--- config.mk ---
export PLATFORM = sky130hd
export DESIGN_NAME = sstl_bidir_ctrl
export DESIGN_NICKNAME = d
export VERILOG_FILES = /design/src/rtl/sstl_bidir_pkg.sv /design/src/rtl/sstl_bidir_cnt.sv /design/src/rtl/sstl_bidir_ctrl.sv
export SDC_FILE = /design/constraint.sdc
export NUM_CORES = 1
export LEC_CHECK = 0
export BUFFER_PORTS_ARGS = -buffer_cell sky130_fd_sc_hd__buf_2
export CAP_MARGIN = 20
export CELL_PAD_IN_SITES_DETAIL_PLACEMENT = 1
export CELL_PAD_IN_SITES_GLOBAL_PLACEMENT = 1
export CORE_UTILIZATION = 23
export CTS_CLUSTER_DIAMETER = 200
export CTS_CLUSTER_SIZE = 28
export DETAILED_ROUTE_END_ITERATION = 8
export PLACE_DENSITY = 0.61
export SYNTH_ARGS = -nofsm -noshare
export SYNTH_HDL_FRONTEND = slang
export SYNTH_HIERARCHICAL = 1
export SYNTH_SLANG_ARGS = --single-unit
export TNS_END_PERCENT = 1
--- constraint.sdc ---
create_clock -name CLK -period 2.1 [get_ports CLK]
set_input_delay 0 -clock CLK [delete_from_list [all_inputs] [get_ports CLK]]
set_output_delay 0 -clock CLK [all_outputs]
set_load 0.05 [all_outputs]
--- src/rtl/sstl_bidir_pkg.sv ---
// Shared definitions for the SSTL bidirectional pad controller:
// the controller state encoding, counter widths and legal parameter ranges.
package sstl_bidir_pkg;

    typedef enum logic [1:0] {
        ST_IDLE    = 2'd0,
        ST_DRIVE   = 2'd1,
        ST_TURN    = 2'd2,
        ST_CAPTURE = 2'd3
    } state_t;

    // Turnaround/sample counter and burst counter widths.
    localparam int CNT_W   = 4;
    localparam int BURST_W = 8;

    // Legal parameter ranges, checked at elaboration by the top level.
    localparam int TURN_MIN   = 1;
    localparam int TURN_MAX   = 15;
    localparam int SAMPLE_MIN = 1;
    localparam int SAMPLE_MAX = 15;
    localparam int BURST_MIN  = 1;
    localparam int BURST_MAX  = 255;

    // Burst count saturates here rather than wrapping.
    localparam logic [BURST_W-1:0] BURST_SAT = '1;

endpackage

--- src/rtl/sstl_bidir_cnt.sv ---
// Loadable down-counter shared by the TURN and CAPTURE phases.
// Loaded with N on phase entry; done is high during the N-th cycle of the phase.
module sstl_bidir_cnt
    import sstl_bidir_pkg::*;
(
    input  logic             clk,
    input  logic             rst,
    input  logic             load,
    input  logic [CNT_W-1:0] load_val,
    input  logic             en,
    output logic             done
);

    logic [CNT_W-1:0] count;

    // Load on phase entry, otherwise count down while the phase runs.
    always_ff @(posedge clk or posedge rst) begin
        if (rst) begin
            count <= '0;
        end else if (load) begin
            count <= load_val;
        end else if (en && (count != '0)) begin
            count <= count - CNT_W'(1);
        end
    end

    assign done = (count == CNT_W'(1));

endmodule

--- src/rtl/sstl_bidir_ctrl.sv ---
// Half-duplex controller for an SSTL3 class II DCI bidirectional pad buffer.
// Drives the buffer's I/T pins from a valid/ready transmit stream, samples O
// on request, and inserts hi-Z turnaround gaps between every drive and capture.
module sstl_bidir_ctrl
    import sstl_bidir_pkg::*;
#(
    parameter int WIDTH      = 8,
    parameter int TURN_CYC   = 2,
    parameter int SAMPLE_DLY = 3,
    parameter int MAX_BURST  = 16
) (
    input  logic             CLK,
    input  logic             RST,
    input  logic [WIDTH-1:0] TX_DATA,
    input  logic             TX_VALID,
    output logic             TX_READY,
    input  logic             RX_REQ,
    output logic [WIDTH-1:0] RX_DATA,
    output logic             RX_VALID,
    output logic [WIDTH-1:0] PAD_I,
    output logic             PAD_T,
    input  logic [WIDTH-1:0] PAD_O,
    output logic             BUSY,
    output logic [1:0]       DBG_STATE
);

    if (TURN_CYC < TURN_MIN || TURN_CYC > TURN_MAX) begin : g_turn_range
        $error("sstl_bidir_ctrl: TURN_CYC out of range 1..15");
    end
    if (SAMPLE_DLY < SAMPLE_MIN || SAMPLE_DLY > SAMPLE_MAX) begin : g_sample_range
        $error("sstl_bidir_ctrl: SAMPLE_DLY out of range 1..15");
    end
    if (MAX_BURST < BURST_MIN || MAX_BURST > BURST_MAX) begin : g_burst_range
        $error("sstl_bidir_ctrl: MAX_BURST out of range 1..255");
    end
    if (WIDTH < 1) begin : g_width_range
        $error("sstl_bidir_ctrl: WIDTH must be at least 1");
    end

    localparam logic [CNT_W-1:0]   TURN_LD   = CNT_W'(TURN_CYC);
    localparam logic [CNT_W-1:0]   SAMPLE_LD = CNT_W'(SAMPLE_DLY);
    localparam logic [BURST_W-1:0] BURST_LIM = BURST_W'(MAX_BURST);

    state_t             state;
    logic               rx_pend;
    logic [BURST_W-1:0] burst_cnt;
    logic               tx_fire;
    logic               cnt_load;
    logic [CNT_W-1:0]   cnt_val;
    logic               cnt_en;
    logic               cnt_done;

    // Handshake: a word transfers on a rising edge where TX_VALID and TX_READY
    // are both high. TX_READY never depends on TX_VALID, and TX_VALID may drop
    // at any time. Ready is offered in IDLE with no read pending, and in DRIVE
    // until a pending read has waited MAX_BURST words; it is held low in reset.
    always_comb begin
        TX_READY = 1'b0;
        if (!RST) begin
            case (state)
                ST_IDLE:  TX_READY = !rx_pend;
                ST_DRIVE: TX_READY = !(rx_pend && (burst_cnt >= BURST_LIM));
                default:  TX_READY = 1'b0;
            endcase
        end
    end

    assign tx_fire = TX_VALID && TX_READY;

    // Load the shared counter on entry to TURN (from DRIVE or CAPTURE) or CAPTURE.
    always_comb begin
        cnt_load = 1'b0;
        cnt_val  = TURN_LD;
        case (state)
            ST_IDLE: begin
                if (rx_pend) begin
                    cnt_load = 1'b1;
                    cnt_val  = SAMPLE_LD;
                end
            end
            ST_DRIVE:   cnt_load = !tx_fire;
            ST_CAPTURE: cnt_load = cnt_done;
            default:    cnt_load = 1'b0;
        endcase
    end

    assign cnt_en = (state == ST_TURN) || (state == ST_CAPTURE);

    sstl_bidir_cnt u_cnt (
        .clk      (CLK),
        .rst      (RST),
        .load     (cnt_load),
        .load_val (cnt_val),
        .en       (cnt_en),
        .done     (cnt_done)
    );

    // Controller FSM with registered pad, receive and pending-read outputs.
    always_ff @(posedge CLK or posedge RST) begin
        if (RST) begin
            state     <= ST_IDLE;
            rx_pend   <= 1'b0;
            burst_cnt <= '0;
            PAD_I     <= '0;
            PAD_T     <= 1'b1;
            RX_DATA   <= '0;
            RX_VALID  <= 1'b0;
        end else begin
            RX_VALID <= 1'b0;
            // Requests arriving during a capture are dropped.
            if (RX_REQ && (state != ST_CAPTURE)) begin
                rx_pend <= 1'b1;
            end
            case (state)
                ST_IDLE: begin
                    if (rx_pend) begin
                        // Entering CAPTURE clears the pending read, unless a
                        // new request lands in this same cycle.
                        state   <= ST_CAPTURE;
                        rx_pend <= RX_REQ;
                    end else if (tx_fire) begin
                        state     <= ST_DRIVE;
                        PAD_I     <= TX_DATA;
                        PAD_T     <= 1'b0;
                        burst_cnt <= BURST_W'(1);
                    end
                end
                ST_DRIVE: begin
                    if (tx_fire) begin
                        PAD_I <= TX_DATA;
                        if (burst_cnt != BURST_SAT) begin
                            burst_cnt <= burst_cnt + BURST_W'(1);
                        end
                    end else begin
                        state <= ST_TURN;
                        PAD_T <= 1'b1;
                    end
                end
                ST_TURN: begin
                    if (cnt_done) begin
                        state     <= ST_IDLE;
                        burst_cnt <= '0;
                    end
                end
                ST_CAPTURE: begin
                    if (cnt_done) begin
                        state    <= ST_TURN;
                        RX_DATA  <= PAD_O;
                        RX_VALID <= 1'b1;
                    end
                end
                default: state <= ST_IDLE;
            endcase
        end
    end

    assign BUSY      = (state != ST_IDLE) || rx_pend;
    assign DBG_STATE = state;

endmodule

==> out/results.txt <==
Status: finished clean
# DRC: 0
CTS clk-pin slew, worst paths: 0.06 ns
Via count: 1608
Initial Utilization: 23.8%
Routed Antenna Nets: 0
Peak VDD IR: 825 uV
Total CTS buffers: 5
Arrival time worst endpoint: 2.17 ns
Share of cells above drive strength 1: 37.9%
Minimum clock period: 2.01 ns
H-tree levels: 2
CTS Buffer Depth: 2
Net count, final: 281
Root Buffer: clkbuf_8
Synth Register Bits: 33
Worst hold path class: primary input to asynchronous set/reset pin
Switching Fraction: 49.3%
Vias per inst: 4.53
Gpl congestion: 0.758
Synthesized instance count: 170
Diode count: 0
Inst Count DP: 329
Register area share after synthesis: 45.1%
Crit Path Max Fanout: 8
Number of global-route vias before repair: 1692
Leak: 0.00120 uW
Final Setup Violations: 0
Clock share of power: 11.2%
Crit Path Class: flip-flop to flip-flop
Mapped cell area: 0.00184 mm^2
Largest net degree at the start of global routing: 22
Setup Skew: 0.00634 ns
Sequential Power Share: 26.1%
TritonRoute pass-1 iters: 4
Crit share post-route: 95.8%
Initial DRC Count: 40
Internal: 2070 uW
# Post-CTS Setup Buffers: 0
NetSw: 2010 uW
Crit-path cells: inv_1 > ha_1 > nor2_1 > or3b_1 > mux2_1
Unrepaired setup endpoints after global routing: true
Placed cell area: 0.00229 mm^2
Die ar.: 0.00834 mm^2
Post-synth top flop: dfrtp_1
Number of port buffers: 41
Finished Cell Area: 0.00259 mm^2
Fin. max-slew vios: 0
Later-pin clock latency in the skew report: 0.28 ns
CP required: 2.26 ns
Die Wd: 91.3 um
Fmax: 497 MHz
I/O Pins: 42
Initial antenna violation count: 0
PD cells: 1580 mW/mm^2
Comb power frac: 62.7%
Total Wirelength: 4800 um
CP endpoint kind: flip-flop
Max Cap Viol: 0
YS warnings: 6
Count of cell types in the netlist: 48
R2R setup slack: 0.09 ns
Mapped Avg Cell Area: 10.8 um^2
Row Count: 32
Critical-path top delay cell: or3b_1
Post-DR wirelength/cell: 13.5 um
Core area: 0.00773 mm^2
Dpl hpwl: 3540 um
First-pass GRT wire length: 7990 um
Async set-reset flop share out of synthesis: 100%
Final Hold Vio Count: 0
Clock sink total: 33
Max stage delay on crit path: 0.56 ns
Startpoint class of the critical path: flip-flop
Post-synth EDFFs: 0
Tot GR Track Use: 12.2%
Area growth, synth to finish: 40.9%
Chip height: 91.3 um
Grt total ovfl: 0
CTS tree: built
Post-Layout Cell Count: 355
-- per-layer routing --
layer | up-vias | GRT usage (%) | wire (um)
met5 | - | 0 | 0
met1 | 782 | 15.6 | 2180
met3 | 6 | 3.35 | 223
li1 | 774 | - | -
met4 | 0 | 3.44 | 46
met2 | 46 | 20.0 | 2340
-- critical path: cells and delay by family (launching register included) --
kind / cells / cell delay, ns
and+or+nand+nor: 2 / 0.69
adders and majority gates: 1 / 0.34
DFF: 1 / 0.38
muxes: 1 / 0.37
buffers and inverters: 1 / 0.11
-- path summary, 6_finish.rpt --
check                        startpoint              to  depth (start not counted)
setup reg to reg           DBG_STATE[1]        PAD_I[7]                          5
setup / recovery           DBG_STATE[1]        PAD_I[7]                          5
hold reg to reg                PAD_I[0]        PAD_I[0]                          1
min in group CLK               TX_VALID           PAD_T                          5
hold / removal                      RST  u_cnt/count[0]                          3
max in group asynchronous           RST      RX_DATA[2]                          4
-- cells in the mapped netlist (all sizes together), types with 2 or more instances --
master	instances	area, um^2
mux2	18	203
nand4	3	18.8
buf	4	35.0
conb	2	7.51
nand3b	3	22.5
dfrtp	32	801
a31oi	2	12.5
mux2i	3	30.0
o31ai	5	37.5
ha	9	113
inv	15	56.3
o21ai	5	25.0
or3b	2	20.0
and3	2	15.0
nor3b	4	30.0
nor2	8	30.0
a21oi	9	45.0
nand2	11	41.3
o41ai	6	52.6
clkbuf	2	10.0
nand3	3	15.0
and2	2	13.8
-- flip-flops by register name, summed over array words and instances, names as in the netlist --
register     flops
rx_pend          1
PAD_I            8
PAD_T            1
u_cnt/count      4
RX_DATA          8
RX_VALID         1
DBG_STATE        2
burst_cnt        8
-- final cells by class --
class | instances | area, um^2
multi-input combinational | 117 | 952
tap | 102 | 128
sequential | 33 | 827
clock buffer | 8 | 80.1
fill | 884 | 5140
inverter | 15 | 56.3
timing repair buffer | 80 | 543
-- repair_timing --
| item | 4_1_cts | 5_1_grt |
|---|---|---|
| endpoints found under the setup margin | 3 | 11 |
| hold endpoints to repair | 28 | 0 |
| gates resized for setup | 2 | 5 |
| hold buffers | 18 | 0 |
-- per-stage QoR --
stage	hold slack [ns]	power [uW]	TNS [ns]	setup slack, ns	utilization [%]
2_1_floorplan	-0.234	2860	-0.850	-0.117	-
3_3_place_gp	-0.0513	3500	-0.0101	-0.0101	29.6
3_5_place_dp	-0.0530	3570	-0.192	-0.123	29.6
4_1_cts	0.189	4080	0	0.0560	33.1
5_1_grt	0.226	4370	-0.361	-0.0558	33.5
6_report	0.204	4080	0	0.0887	33.5
-- logic make-up after synthesis --
logic type      share of synthesized area, %
simple gates                            16.4
compound gates                          13.8
flops                                   45.1
buf+inv                                 5.52
mux                                     12.7
fa+ha+maj                               6.14
other cells                            0.409
-- power by group through the flow --
stage | sequential (uW) | combinational (uW) | clock, uW
floorplan | 1720 | 1140 | 0
global placement | 1060 | 2440 | 0
detailed placement | 1070 | 2500 | 0
CTS | 1060 | 2540 | 479
global route | 1100 | 2770 | 505
finish | 1060 | 2560 | 459
-- layout by cell type, fill, tap and decap left out, types with 4 or more instances in the layout --
cell / synthesis / layout
dfrtp_1: 32 / 32
mux2_2: 14 / 14
inv_1: 15 / 15
nor2_1: 8 / 7
o31ai_1: 5 / 5
a21oi_1: 9 / 8
o41ai_1: 6 / 5
ha_1: 9 / 9
buf_4: 1 / 21
buf_2: 1 / 41
nor3b_1: 4 / 4
nand2_1: 11 / 11
dlygate4sd3_1: 0 / 18
mux2_1: 4 / 4
clkbuf_8: 0 / 5
Power figures use the tool's default switching activity.
